$ cat src/rtl/sym_odd_fir_serial_ctrl_pkg.sv
// Shared types and elaboration-time helpers for the serial symmetric FIR.
//   state_t        : sequencer states IDLE -> MAC -> DONE
//   fir_out_width  : accumulator/output width that cannot overflow
//   wrap_sub       : (ptr - off) mod depth using compare-and-add only,
//                    so a non-power-of-2 history depth works
package sym_fir_pkg;

    typedef enum logic [1:0] {
        IDLE = 2'd0,
        MAC  = 2'd1,
        DONE = 2'd2
    } state_t;

    function automatic int fir_out_width(input int in_w, input int coeff_w, input int n);
        return in_w + coeff_w + $clog2(n) + 1;
    endfunction

    // Both operands are already below depth, so a single conditional add
    // is enough to bring a negative difference back into range.
    function automatic int wrap_sub(input int ptr, input int off, input int depth);
        return (ptr >= off) ? (ptr - off) : (ptr + depth - off);
    endfunction

endpackage

$ cat src/rtl/sym_fir_mac.sv
// Shared arithmetic for one symmetric tap per cycle.
//   clk, rst      : clock, synchronous active-high reset (clears accumulator)
//   i_clr         : zero the accumulator at the start of a sample
//   i_en          : add the current tap product into the accumulator
//   i_a, i_b      : the two mirrored history samples for this tap
//   i_use_b       : 0 on the centre tap, which has no mirror partner
//   i_coeff       : signed coefficient for this tap
//   o_acc         : running sum, OW bits signed
module sym_fir_mac #(
    parameter int IW = 16,
    parameter int CW = 5,
    parameter int OW = 25
) (
    input  logic                 clk,
    input  logic                 rst,
    input  logic                 i_clr,
    input  logic                 i_en,
    input  logic signed [IW-1:0] i_a,
    input  logic signed [IW-1:0] i_b,
    input  logic                 i_use_b,
    input  logic signed [CW-1:0] i_coeff,
    output logic signed [OW-1:0] o_acc
);

    localparam int PW = IW + 1 + CW;

    logic signed [IW:0]   w_pre;
    logic signed [PW-1:0] w_prod;
    logic signed [OW-1:0] w_prod_ext;
    logic signed [OW-1:0] r_acc;

    // One guard bit keeps the pre-add exact.
    assign w_pre      = i_use_b ? ({i_a[IW-1], i_a} + {i_b[IW-1], i_b}) : {i_a[IW-1], i_a};
    assign w_prod     = PW'(w_pre) * PW'(i_coeff);
    assign w_prod_ext = OW'(w_prod);

    always_ff @(posedge clk) begin
        if (rst)       r_acc <= '0;
        else if (i_clr) r_acc <= '0;
        else if (i_en)  r_acc <= r_acc + w_prod_ext;
    end

    assign o_acc = r_acc;

endmodule

$ cat src/rtl/sym_odd_fir_serial_ctrl.sv
// Sequencer for a time-multiplexed odd-length symmetric FIR. One shared
// pre-adder + multiplier walks the N_COEFFS unique taps, one per cycle.
//   clk        : rising-edge clock
//   rst        : synchronous active-high reset, aborts any sample in flight
//   data_in    : signed sample, taken when valid_in && ready_in
//   valid_in   : sample offered
//   ready_in   : high only while idle
//   data_out   : registered signed result
//   valid_out  : one-cycle pulse with data_out
//   busy       : high while computing or presenting a result
module sym_odd_fir_serial_ctrl
    import sym_fir_pkg::*;
#(
    parameter int INPUT_WORD_SIZE = 16,
    parameter int COEFF_WORD_SIZE = 5,
    parameter int N_COEFFS        = 5,
    parameter logic [N_COEFFS*COEFF_WORD_SIZE-1:0] COEFFS =
        (N_COEFFS*COEFF_WORD_SIZE)'(10'h0c1),
    localparam int OUTPUT_WORD_SIZE = fir_out_width(INPUT_WORD_SIZE, COEFF_WORD_SIZE, N_COEFFS)
) (
    input  logic                               clk,
    input  logic                               rst,
    input  logic signed [INPUT_WORD_SIZE-1:0]  data_in,
    input  logic                               valid_in,
    output logic                               ready_in,
    output logic signed [OUTPUT_WORD_SIZE-1:0] data_out,
    output logic                               valid_out,
    output logic                               busy
);

    localparam int IW    = INPUT_WORD_SIZE;
    localparam int CW    = COEFF_WORD_SIZE;
    localparam int OW    = OUTPUT_WORD_SIZE;
    localparam int DEPTH = 2*N_COEFFS - 1;
    localparam int PTR_W = (DEPTH > 1) ? $clog2(DEPTH) : 1;
    localparam int K_W   = (N_COEFFS > 1) ? $clog2(N_COEFFS) : 1;

    state_t r_state, w_next;

    logic signed [IW-1:0] r_hist [DEPTH];
    logic [PTR_W-1:0]     r_wr_ptr, r_base, w_addr_a, w_addr_b;
    logic [K_W-1:0]       r_k;
    logic                 w_accept, w_last, w_mac_clr, w_mac_en;
    logic signed [CW-1:0] w_coeffs [N_COEFFS];
    logic signed [OW-1:0] w_acc, r_data_out;
    logic                 r_valid_out;

    for (genvar g = 0; g < N_COEFFS; g++) begin : g_coeff
        assign w_coeffs[g] = COEFFS[g*CW +: CW];
    end

    // Tap k pairs x[n-k] with its mirror x[n-(DEPTH-1-k)]; base is the
    // slot holding x[n].
    assign w_last   = (r_k == K_W'(N_COEFFS-1));
    assign w_addr_a = PTR_W'(wrap_sub(int'(r_base), int'(r_k), DEPTH));
    assign w_addr_b = PTR_W'(wrap_sub(int'(r_base), DEPTH - 1 - int'(r_k), DEPTH));

    always_ff @(posedge clk) begin
        if (rst) r_state <= IDLE;
        else     r_state <= w_next;
    end

    always_comb begin
        w_next    = r_state;
        ready_in  = 1'b0;
        busy      = 1'b0;
        w_accept  = 1'b0;
        w_mac_clr = 1'b0;
        w_mac_en  = 1'b0;
        case (r_state)
            IDLE: begin
                ready_in = 1'b1;
                if (valid_in) begin
                    w_accept  = 1'b1;
                    w_mac_clr = 1'b1;
                    w_next    = MAC;
                end
            end
            MAC: begin
                busy     = 1'b1;
                w_mac_en = 1'b1;
                if (w_last) w_next = DONE;
            end
            DONE: begin
                busy   = 1'b1;
                w_next = IDLE;
            end
            default: w_next = IDLE;
        endcase
    end

    always_ff @(posedge clk) begin
        if (rst) begin
            r_wr_ptr    <= '0;
            r_base      <= '0;
            r_k         <= '0;
            r_data_out  <= '0;
            r_valid_out <= 1'b0;
            for (int i = 0; i < DEPTH; i++) r_hist[i] <= '0;
        end else begin
            r_valid_out <= 1'b0;
            if (w_accept) begin
                r_hist[r_wr_ptr] <= data_in;
                r_base           <= r_wr_ptr;
                r_k              <= '0;
            end
            if (w_mac_en && !w_last) r_k <= r_k + K_W'(1);
            if (r_state == DONE) begin
                r_data_out  <= w_acc;
                r_valid_out <= 1'b1;
                r_wr_ptr    <= (r_wr_ptr == PTR_W'(DEPTH-1)) ? '0 : r_wr_ptr + PTR_W'(1);
            end
        end
    end

    sym_fir_mac #(
        .IW (IW),
        .CW (CW),
        .OW (OW)
    ) u_mac (
        .clk     (clk),
        .rst     (rst),
        .i_clr   (w_mac_clr),
        .i_en    (w_mac_en),
        .i_a     (r_hist[w_addr_a]),
        .i_b     (r_hist[w_addr_b]),
        .i_use_b (!w_last),
        .i_coeff (w_coeffs[r_k]),
        .o_acc   (w_acc)
    );

    assign data_out  = r_data_out;
    assign valid_out = r_valid_out;

endmodule

$ cat config.mk
export PLATFORM = sky130hd
export DESIGN_NAME = sym_odd_fir_serial_ctrl
export DESIGN_NICKNAME = d
export VERILOG_FILES = /design/src/rtl/sym_odd_fir_serial_ctrl_pkg.sv /design/src/rtl/sym_fir_mac.sv /design/src/rtl/sym_odd_fir_serial_ctrl.sv
export SDC_FILE = /design/constraint.sdc
export NUM_CORES = 1
export LEC_CHECK = 0
export ABC_AREA = 1
export BUFFER_PORTS_ARGS = -buffer_cell sky130_fd_sc_hd__buf_2
export CORE_UTILIZATION = 64
export DETAILED_ROUTE_END_ITERATION = 8
export PLACE_DENSITY = 0.81
export SETUP_SLACK_MARGIN = 0.05
export SYNTH_ARGS = -nofsm -noshare
export SYNTH_HDL_FRONTEND = slang
export SYNTH_SLANG_ARGS = --single-unit
export TNS_END_PERCENT = 20
$ cat constraint.sdc
create_clock -name clk -period 10 [get_ports clk]
set_input_delay 1 -clock clk [delete_from_list [all_inputs] [get_ports clk]]
set_output_delay 1 -clock clk [all_outputs]
set_load 0.005 [all_outputs]
### After elaboration in Yosys (flattened, before gate mapping)

Memories as Yosys holds them, arrays and structs flattened.
Cells that the tools add are included.

* flip-flop bits (word level): 64
* bits in latches: 0
* bits in writable memories: 144
* memory bits (read-only): 40
* input bits: 19
* word-level logic and storage cells: 63
* memories kept: 2

* $add $sub $neg: 10
* multiply operators: 1
* div/mod/pow operators: 0
* $lt $le $gt $ge: 3
* equal/unequal tests: 6
* shift-type cells: 0
* mux-type cells: 25
* bitwise logic cells: 1
* reduce and logical (&&, ||, !) cells: 8

Memories
* r_hist: words 9, bits a word 16, rd ports 2, clocked after memory_dff 0, write ports 9, RTL line sym_odd_fir_serial_ctrl.sv:40 `logic signed [IW-1:0] r_hist [DEPTH];`
* (name not given): words 8, bits a word 5, rd ports 1, clocked after memory_dff 0, write ports 0, RTL line sym_odd_fir_serial_ctrl.sv:128 `.i_coeff (w_coeffs[r_k]),`

Operators with widths (count)
* $add 25x22->25: 1
* $mul 17x5->22: 1
* $add 16x16->17: 1
* $mux 17: 1
* $mux 16: 1
* $mux 4: 4
* $reduce_or 16->1: 1
* $mux 1: 12
* $mux 5: 2
* $sub 4x3->4: 2
* $sub 4x4->4: 2
* $mux 3: 2
* $ge 5x5->1: 1
* $sub 4x3->5 const A: 1
* $add 4x1->4 const B: 1
* $add 4x4->4 const B: 1
* $eq 4x4->1 const B: 1
* $ge 4x3->1: 1
* $ge 4x4->1 const B: 1
* $mux 2: 2
* $ne 2x2->1 const B: 2
* $not 3->4: 1
* $pmux 2 s2: 1
* $reduce_or 2->1: 2
* other kinds (9): 9

### Depth between registers and ports, before layout

Gate-level depths: netlist of the first run.
An unclocked memory read counts as a cell.

* depth in word-level cells: 8
* depth in mapped cells: 54
* gate-level depth less buffers: 53

### Modules after synthesis

From an unflattened synthesis of the first run, not the netlist that was laid out.

* cell total of the unflattened synthesis: 2950
* area total of the unflattened synthesis: 22663.0 um^2

Modules (own cells, without submodules)
* sym_odd_fir_serial_ctrl: times used 1, cells each 2012, area each 16324.4 um^2
* sym_fir_mac: times used 1, cells each 938, area each 6338.6 um^2

### Worst setup path before layout of the first run

OpenSTA, ideal clock, no wires.

* kind: register -> register
* start point: register r_k[1]
* end point: register u_mac.r_acc[22] (netlist: u_mac.o_acc[22])
* arrival time: 8400 ps
* slack: 1484 ps
* stages on the path, launching flop included: 46
* period minus slack after synthesis: 8516 ps
* cells stage by stage: dfxtp_1 inv_1 ha_1 inv_1 ha_1 inv_1 nor2_1 o211ai_1 nand3_1 xor2_1 ha_1 fa_1 xor2_1 inv_2 clkbuf_1 a221oi_1 nor2_1 o21ai_0 (+10 left out) nor2_1 o21ai_0 nand3_2 inv_1 fa_1 ha_1 inv_1 fa_1 inv_1 ha_1 a21oi_1 o21ai_0 a211oi_1 nand3_1 a21oi_1 o21ai_0 o211ai_1 inv_1

* cells in the longest elaborated chain, start to end: 8
* elaborated cells between the ends (all ways): 19

RTL lines
* start: declaration: RTL line sym_odd_fir_serial_ctrl.sv:42 `logic [K_W-1:0] r_k;`
* start signal: assignment: RTL line sym_odd_fir_serial_ctrl.sv:107 `if (w_mac_en && !w_last) r_k <= r_k + K_W'(1);`
* $sub 4x3->5: RTL line sym_odd_fir_serial_ctrl.sv:56 `assign w_addr_b = PTR_W'(wrap_sub(int'(r_base), DEPTH - 1 - int'(r_k), DEPTH));`
* $sub 4x4->4 / $ge 5x5->1 (equally long branches): RTL line sym_odd_fir_serial_ctrl_pkg.sv:21 `return (ptr >= off) ? (ptr - off) : (ptr + depth - off);`
* $mux 4: RTL line sym_odd_fir_serial_ctrl_pkg.sv:21
* $mem_v2 9x16
* $add 16x16->17: RTL line sym_fir_mac.sv:33 `assign w_pre = i_use_b ? ({i_a[IW-1], i_a} + {i_b[IW-1], i_b}) : {i_a[IW-1], i_a};`
* $mux 17: RTL line sym_fir_mac.sv:33
* $mul 17x5->22 *: RTL line sym_fir_mac.sv:34 `assign w_prod = PW'(w_pre) * PW'(i_coeff);`
* $add 25x22->25 *: RTL line sym_fir_mac.sv:40 `else if (i_en) r_acc <= r_acc + w_prod_ext;`
* end signal: assignment: RTL line sym_fir_mac.sv:40
* end: declaration: RTL line sym_fir_mac.sv:30 `logic signed [OW-1:0] r_acc;`

Mark *: on every way between the ends. The rest lies on a longest branch, timed or not. The select of a mux whose other input is x is not followed.
A chain may end at the register's enable or synchronous reset.

### Worst setup path in the final report of the first run

* start point: register r_k[0]
* end point: register u_mac.r_acc[18] (netlist: u_mac.o_acc[18])

The elaborated chain is that of the path after synthesis.

==> summary.txt, run 1 <==
Final layout
  – Layout cells sized above 1: 0.0737
  – Synth-to-layout area growth: 8.07%
  – Commonest non-fill, non-tap cell in the layout: nand2_1
  – Final Cell Area: 21900 sq um
  – Most frequent cells in the layout: nand2_1, nand3_1, inv_1
  – Fill cells: 2376
  – Multi-input gate area: 9590 sq um
  – Reg area: 8970 sq um
  – Net count, final: 2614

Routing
  – Vias after detailed routing: 18200
  – DRC violations left: 9
  – Drt via density: 6.32
  – TritonRoute pass-1 iters: 9
  – WL/cell: 20.7 microns
  – Post-DRT Antenna Nets: 0
  – Routed WL: 59800 microns
  – 1st-iter DRT viols: 2036

Place
  – Worst slack, placed: 0.635 ns
  – Placed Area: 20700 sq um
  – PortBufs: 46
  – RD Place Congestion: 1.05
  – HPWL after DPL: 39900 microns

Worst setup path
  – Critical path buffers and inverters: 10
  – Crit path launch type: register
  – Top cell family by delay on the critical path: adder cells
  – Required @ worst endpoint: 10.40 ns
  – Worst EP arrival: 9.90 ns
  – R2R depth: 42
  – Reg2reg end: u_mac.o_acc[18]
  – Critical path's slowest cell: fa_1
  – Worst setup path startpoint: r_k[0]
  – Top cell by count, worst path: inv_1
  – Reg-to-reg critical path startpoint: r_k[0]
  – WS Path Type: reg -> reg
  – Worst Path Max Fanout: 30
  – Max incr delay on CP: 0.58 ns
  – R2R Setup Slk: 0.50 ns
  – Worst setup EP type: register

STA
  – # setup viols final: 0
  – Worst hold slack: 0.474 ns
  – Setup_tns: 0 ns
  – Period utilisation layout: 0.950
  – Fmax: 105 MHz
  – Worst slew pin tran: 1.07 ns
  – Worst Slack Setup Final: 0.502 ns
  – Crit path time final: 9.50 ns
  – RSZ-0062 raised after global routing: true
  – Max_slew headroom: 0.283
  – Final Slew Violations: 0
  – Final Hold Viols: 0
  – Setup Skew: 0.0196 ns

CTS
  – Clk slew on worst S/H paths: 0.06 ns
  – Max H-tree Level: 2
  – # clock sinks: 320
  – CTS hold repair buffers: 0
  – Root Driver: clkbuf_16
  – CTS tree: done
  – CTS Buf Count: 36
  – Clock Latency Late Sink: 0.53 ns
  – CTS max path bufs: 3

Worst hold path
  – WHS Path Cells: 2
  – Worst hold endpoint: u_mac.o_acc[3]
  – Hold Path Origin: u_mac.o_acc[3]
  – HP Class: reg -> reg

Die
  – Num rows: 64
  – Die H: 180 microns
  – Core Area: 30800 sq um
  – Width of the die: 180 microns
  – Die area: 32400 sq um
  – Initial core utilization: 0.657
  – Ports: 47

Synthesis
  – Synth Instances: 2456
  – Synth cell types: 49
  – Syn Nets: 2614
  – Sequential cell area fraction in the yosys report: 0.443
  – Synth async-reset ratio: 0
  – Post-synth EDFFs: 256
  – Synth Flop Type: edfxtp_1
  – Post-Syn Area per Cell: 8.25 sq um
  – Post-Syn Area: 20300 sq um
  – Yosys warning total: 0
  – Yosys reg bits: 320

Run
  – Total of max-cap violations: 0

Global routing
  – Total gr overflow: 0
  – Vias in the first global route: 17600
  – Global-route wire length before repair: 92800 microns
  – Largest net degree at the start of global routing: 73
  – Initial antenna violation count: 3
  – Global Route Usage Sum: 0.368

Status
  – Failing checks: design-rule violations
  – Status: finished, violations left
-- cell usage after synthesis (all sizes together) (17+ instances only) --
cell    count  area (sq um)
a21oi     190           951
ha         90          1130
clkinv     17          63.8
fa         49           981
a221oi     37           324
nand2     549          2080
xor2       27           236
nor2      237           897
o211ai     31           233
clkbuf     69           259
nand3     293          1490
o21ai     124           636
dfxtp      64          1280
edfxtp    256          7690
buf        56           347
inv       284          1070
-- worst max path at each step --
stage                      end  slack, ns  depth (start not counted)
2_1_floorplan  u_mac.o_acc[22]       1.48                         45
3_3_place_gp   u_mac.o_acc[18]       0.70                         42
3_5_place_dp   u_mac.o_acc[18]       0.63                         42
4_1_cts        u_mac.o_acc[18]       0.57                         42
5_1_grt        u_mac.o_acc[22]      -0.04                         44
6_report       u_mac.o_acc[18]       0.50                         42
-- layer usage --
layer | up-vias | global-route usage | part of all wire | routed length [microns]
li1 | 8257 | - | - | -
met1 | 8419 | 0.462 | 0.36 | 21500
met2 | 1284 | 0.610 | 0.47 | 28100
met3 | 241 | 0.0707 | 0.12 | 7320
met4 | 0 | 0.188 | 0.047 | 2800
met5 | - | 0 | 0 | 0
-- cell families after synthesis --
logic type      share of synthesized area
flops                               0.443
compound gates                      0.122
simple gates                        0.230
fa+ha+maj                           0.104
buf+inv                            0.0857
mux                              0.000494
xor+xnor                           0.0160
-- state kept, by name, summed over array words and instances (netlist names) --
| signal | flops |
|---|---|
| r_k | 3 |
| valid_out | 1 |
| r_base | 4 |
| r_hist | 256 |
| r_state | 2 |
| u_mac.o_acc | 25 |
| r_wr_ptr | 4 |
| data_out | 25 |
-- tightest hold or removal path, stage by stage, from the launching register on --
cell and delay (ns):
dfxtp_1 0.31, nand2_1 0.06, a21oi_1 0.06
-- cell type report --
| class | instances | area share |
|---|---|---|
| diodes | 3 | 0.000343 |
| inverters | 301 | 0.0520 |
| well taps | 396 | 0.0226 |
| clock buffers | 41 | 0.0420 |
| flip-flops and latches | 320 | 0.410 |
| multi-input cells | 1710 | 0.438 |
| repair buffers | 87 | 0.0257 |
| clock inverters | 24 | 0.00949 |
-- repair_timing --
action,4_1_cts,5_1_grt
setup endpoints to repair,0,8
gates resized for setup,0,11
hold endpoints to repair,0,0
setup buffers,0,0
-- metrics by stage --
stage,utilization,std cells
6_report,0.710,2882
5_1_grt,0.710,2881
4_1_cts,0.709,2879
3_5_place_dp,0.673,2814
3_3_place_gp,0.673,2814
2_1_floorplan,-,2456
Power of run 1 is not shown: default switching activity piles up to over one toggle a cycle in this logic, so the estimate is an artifact.
==> run 2, diff against run 1 <==
RECOVER_POWER = 50   (was not set)
==> run 2 against run 1 <==
  * The run ends with design-rule violations, max-capacitance violations, max-slew violations left
  * First-iteration DRC count is 1.2% higher
  * Flip-flop and latch count unchanged
  * Clock-buffer cell count unchanged
  * Worst setup slack gained 0.036 ns
  * Global-route usage did not move
  * Critical path depth down 1
  * Register-to-register slack better by 0.04 ns
  * Clock skew down 0.0069 ns
  * Die area is the same
  * Core utilization fell by 0.25 points
  * Final cell count about the same
  * Critical path type unchanged
==> summary.txt, run 2 (synthesis results as in run 1) <==
Worst setup path
  – Max incr delay on CP: 0.57 ns (about the same)
  – Critical path's slowest cell: fa_1
  – Worst Path Max Fanout: 30 (unchanged)
  – WS Path Type: reg -> reg
  – Required @ worst endpoint: 10.40 ns (about the same)
  – R2R depth: 41 (-2.4%)
  – Worst EP arrival: 9.87 ns (-0.03 ns)
  – Worst setup EP type: register
  – R2R Setup Slk: 0.54 ns (+0.04 ns)
  – Top cell by count, worst path: inv_1
  – Crit path launch type: register

Die
  – Num rows: 64 (unchanged)
  – Core Area: 30800 sq um (unchanged)
  – Ports: 47 (unchanged)
  – Die area: 32400 sq um (unchanged)
  – Die H: 180 microns (unchanged)
  – Initial core utilization: 0.657 (unchanged)
  – Width of the die: 180 microns (unchanged)

CTS
  – CTS Buf Count: 36 (unchanged)
  – Max H-tree Level: 2 (unchanged)
  – Clock Latency Late Sink: 0.53 ns (about the same)
  – # clock sinks: 320 (unchanged)
  – CTS tree: done
  – CTS hold repair buffers: 0 (unchanged)
  – Post-cts gate resize count: 0 (unchanged)
  – CTS max path bufs: 3 (unchanged)
  – Clk slew on worst S/H paths: 0.06 ns (about the same)
  – Root Driver: clkbuf_16
  – Postcts setup bufs: 0 (unchanged)

Routing
  – Post-DRT Antenna Nets: 0 (unchanged)
  – DRC violations left: 5 (-4)
  – Drt via density: 6.32 (+0.10%)
  – 1st-iter DRT viols: 2060 (+1.2%)
  – WL/cell: 20.7 microns (-0.13%)
  – Vias after detailed routing: 18200 (+0.066%)
  – TritonRoute pass-1 iters: 9 (unchanged)
  – Routed WL: 59700 microns (-0.17%)

Worst hold path
  – WHS Path Cells: 2 (unchanged)
  – HP Class: reg -> reg

Final layout
  – Max reg flops: 256 (unchanged)
  – Synth-to-layout area growth: 7.69%
  – Final Util: 0.708 (-0.00252)
  – Finished Layout Cells: 2881 (-0.035%)
  – Net count, final: 2614 (unchanged)
  – Layout cells sized above 1: 0.0580 (-0.0157)
  – Commonest non-fill, non-tap cell in the layout: nand2_1
  – Most frequent cells in the layout: nand2_1, nand3_1, inv_1
  – Largest Register: r_hist

Global routing
  – Global-route wire length before repair: 92800 microns (unchanged)
  – Vias in the first global route: 17600 (unchanged)
  – Total gr overflow: 0 (unchanged)
  – Initial antenna violation count: 3 (unchanged)
  – Largest net degree at the start of global routing: 73 (unchanged)
  – Global Route Usage Sum: 0.368 (unchanged)

STA
  – Final Slew Violations: 120 (+120)
  – Setup Skew: 0.0127 ns (-0.00694 ns)
  – Max_slew headroom: -0.238 (-0.521)
  – RSZ-0062 raised after global routing: true
  – Worst slew pin tran: 1.86 ns (+0.785 ns)
  – Period utilisation layout: 0.946 (-0.00355)
  – # setup viols final: 0 (unchanged)
  – Worst hold slack: 0.480 ns (+0.00561 ns)
  – Crit path time final: 9.46 ns (-0.0355 ns)
  – Worst Slack Setup Final: 0.538 ns (+0.0355 ns)
  – Final Hold Viols: 0 (unchanged)
  – Fmax: 106 MHz (+0.38%)

Place
  – Worst slack, placed: 0.635 ns (unchanged)
  – PortBufs: 46 (unchanged)
  – RD Place Congestion: 1.05 (unchanged)
  – Placed cells: 2814 (unchanged)
  – HPWL after DPL: 39900 microns (unchanged)

Status
  – Failing checks: design-rule violations, max-capacitance violations, max-slew violations
  – Status: finished, violations left

Run
  – Total of max-cap violations: 4 (+4)
## run 2: cell types whose count changed in the layout (fill, tap and decap cells not counted), sizes merged
| cell | change |
|---|---|
| buf | -37 |
| clkbuf | +37 |
| diode | -1 |
## run 2: worst paths after layout
| check | end | from |
|---|---|---|
| min | u_mac.o_acc[3] | u_mac.o_acc[3] |
| max reg2reg | u_mac.o_acc[18] | r_k[0] |
| min reg2reg | u_mac.o_acc[3] | u_mac.o_acc[3] |
| max | u_mac.o_acc[18] | r_k[0] |
## run 2: worst max-delay path, delay by kind of cell, from the launching register on
family | cells | cell delay (ns)
xor gates and xnor gates | 3 | 0.54
and+or+nand+nor | 7 | 1.01
AOI/OAI and AO/OA | 13 | 2.70
DFF | 1 | 0.48
adders and majority gates | 9 | 3.54
buffers and inverters | 9 | 1.06
## run 2: layout make-up
cell class / count / area (sq um)
fillers: 2410 / 9010
flip-flops and latches: 320 / 8970
inverters: 301 / 1140
multi-input cells: 1710 / 9590
repair buffers: 87 / 487
clock buffers: 41 / 920
diodes: 2 / 5.00
clock inverters: 24 / 208
well taps: 396 / 495
## run 2: layer usage
layer  wire length (microns)  global-route usage  up-vias
li1                        -                   -     8258
met1                   21300               0.462     8380
met2                   28100               0.610     1301
met3                    7290              0.0707      274
met4                    2930               0.188        0
met5                       0                   0        -
## run 2: stage by stage
stage	TNS [ns]	instance area [sq um]
2_1_floorplan	0	20300
3_3_place_gp	0	20700
3_5_place_dp	0	20700
4_1_cts	0	21900
5_1_grt	-0.0677	21800
6_report	0	21800
Power of run 2 is left out for the same reason.
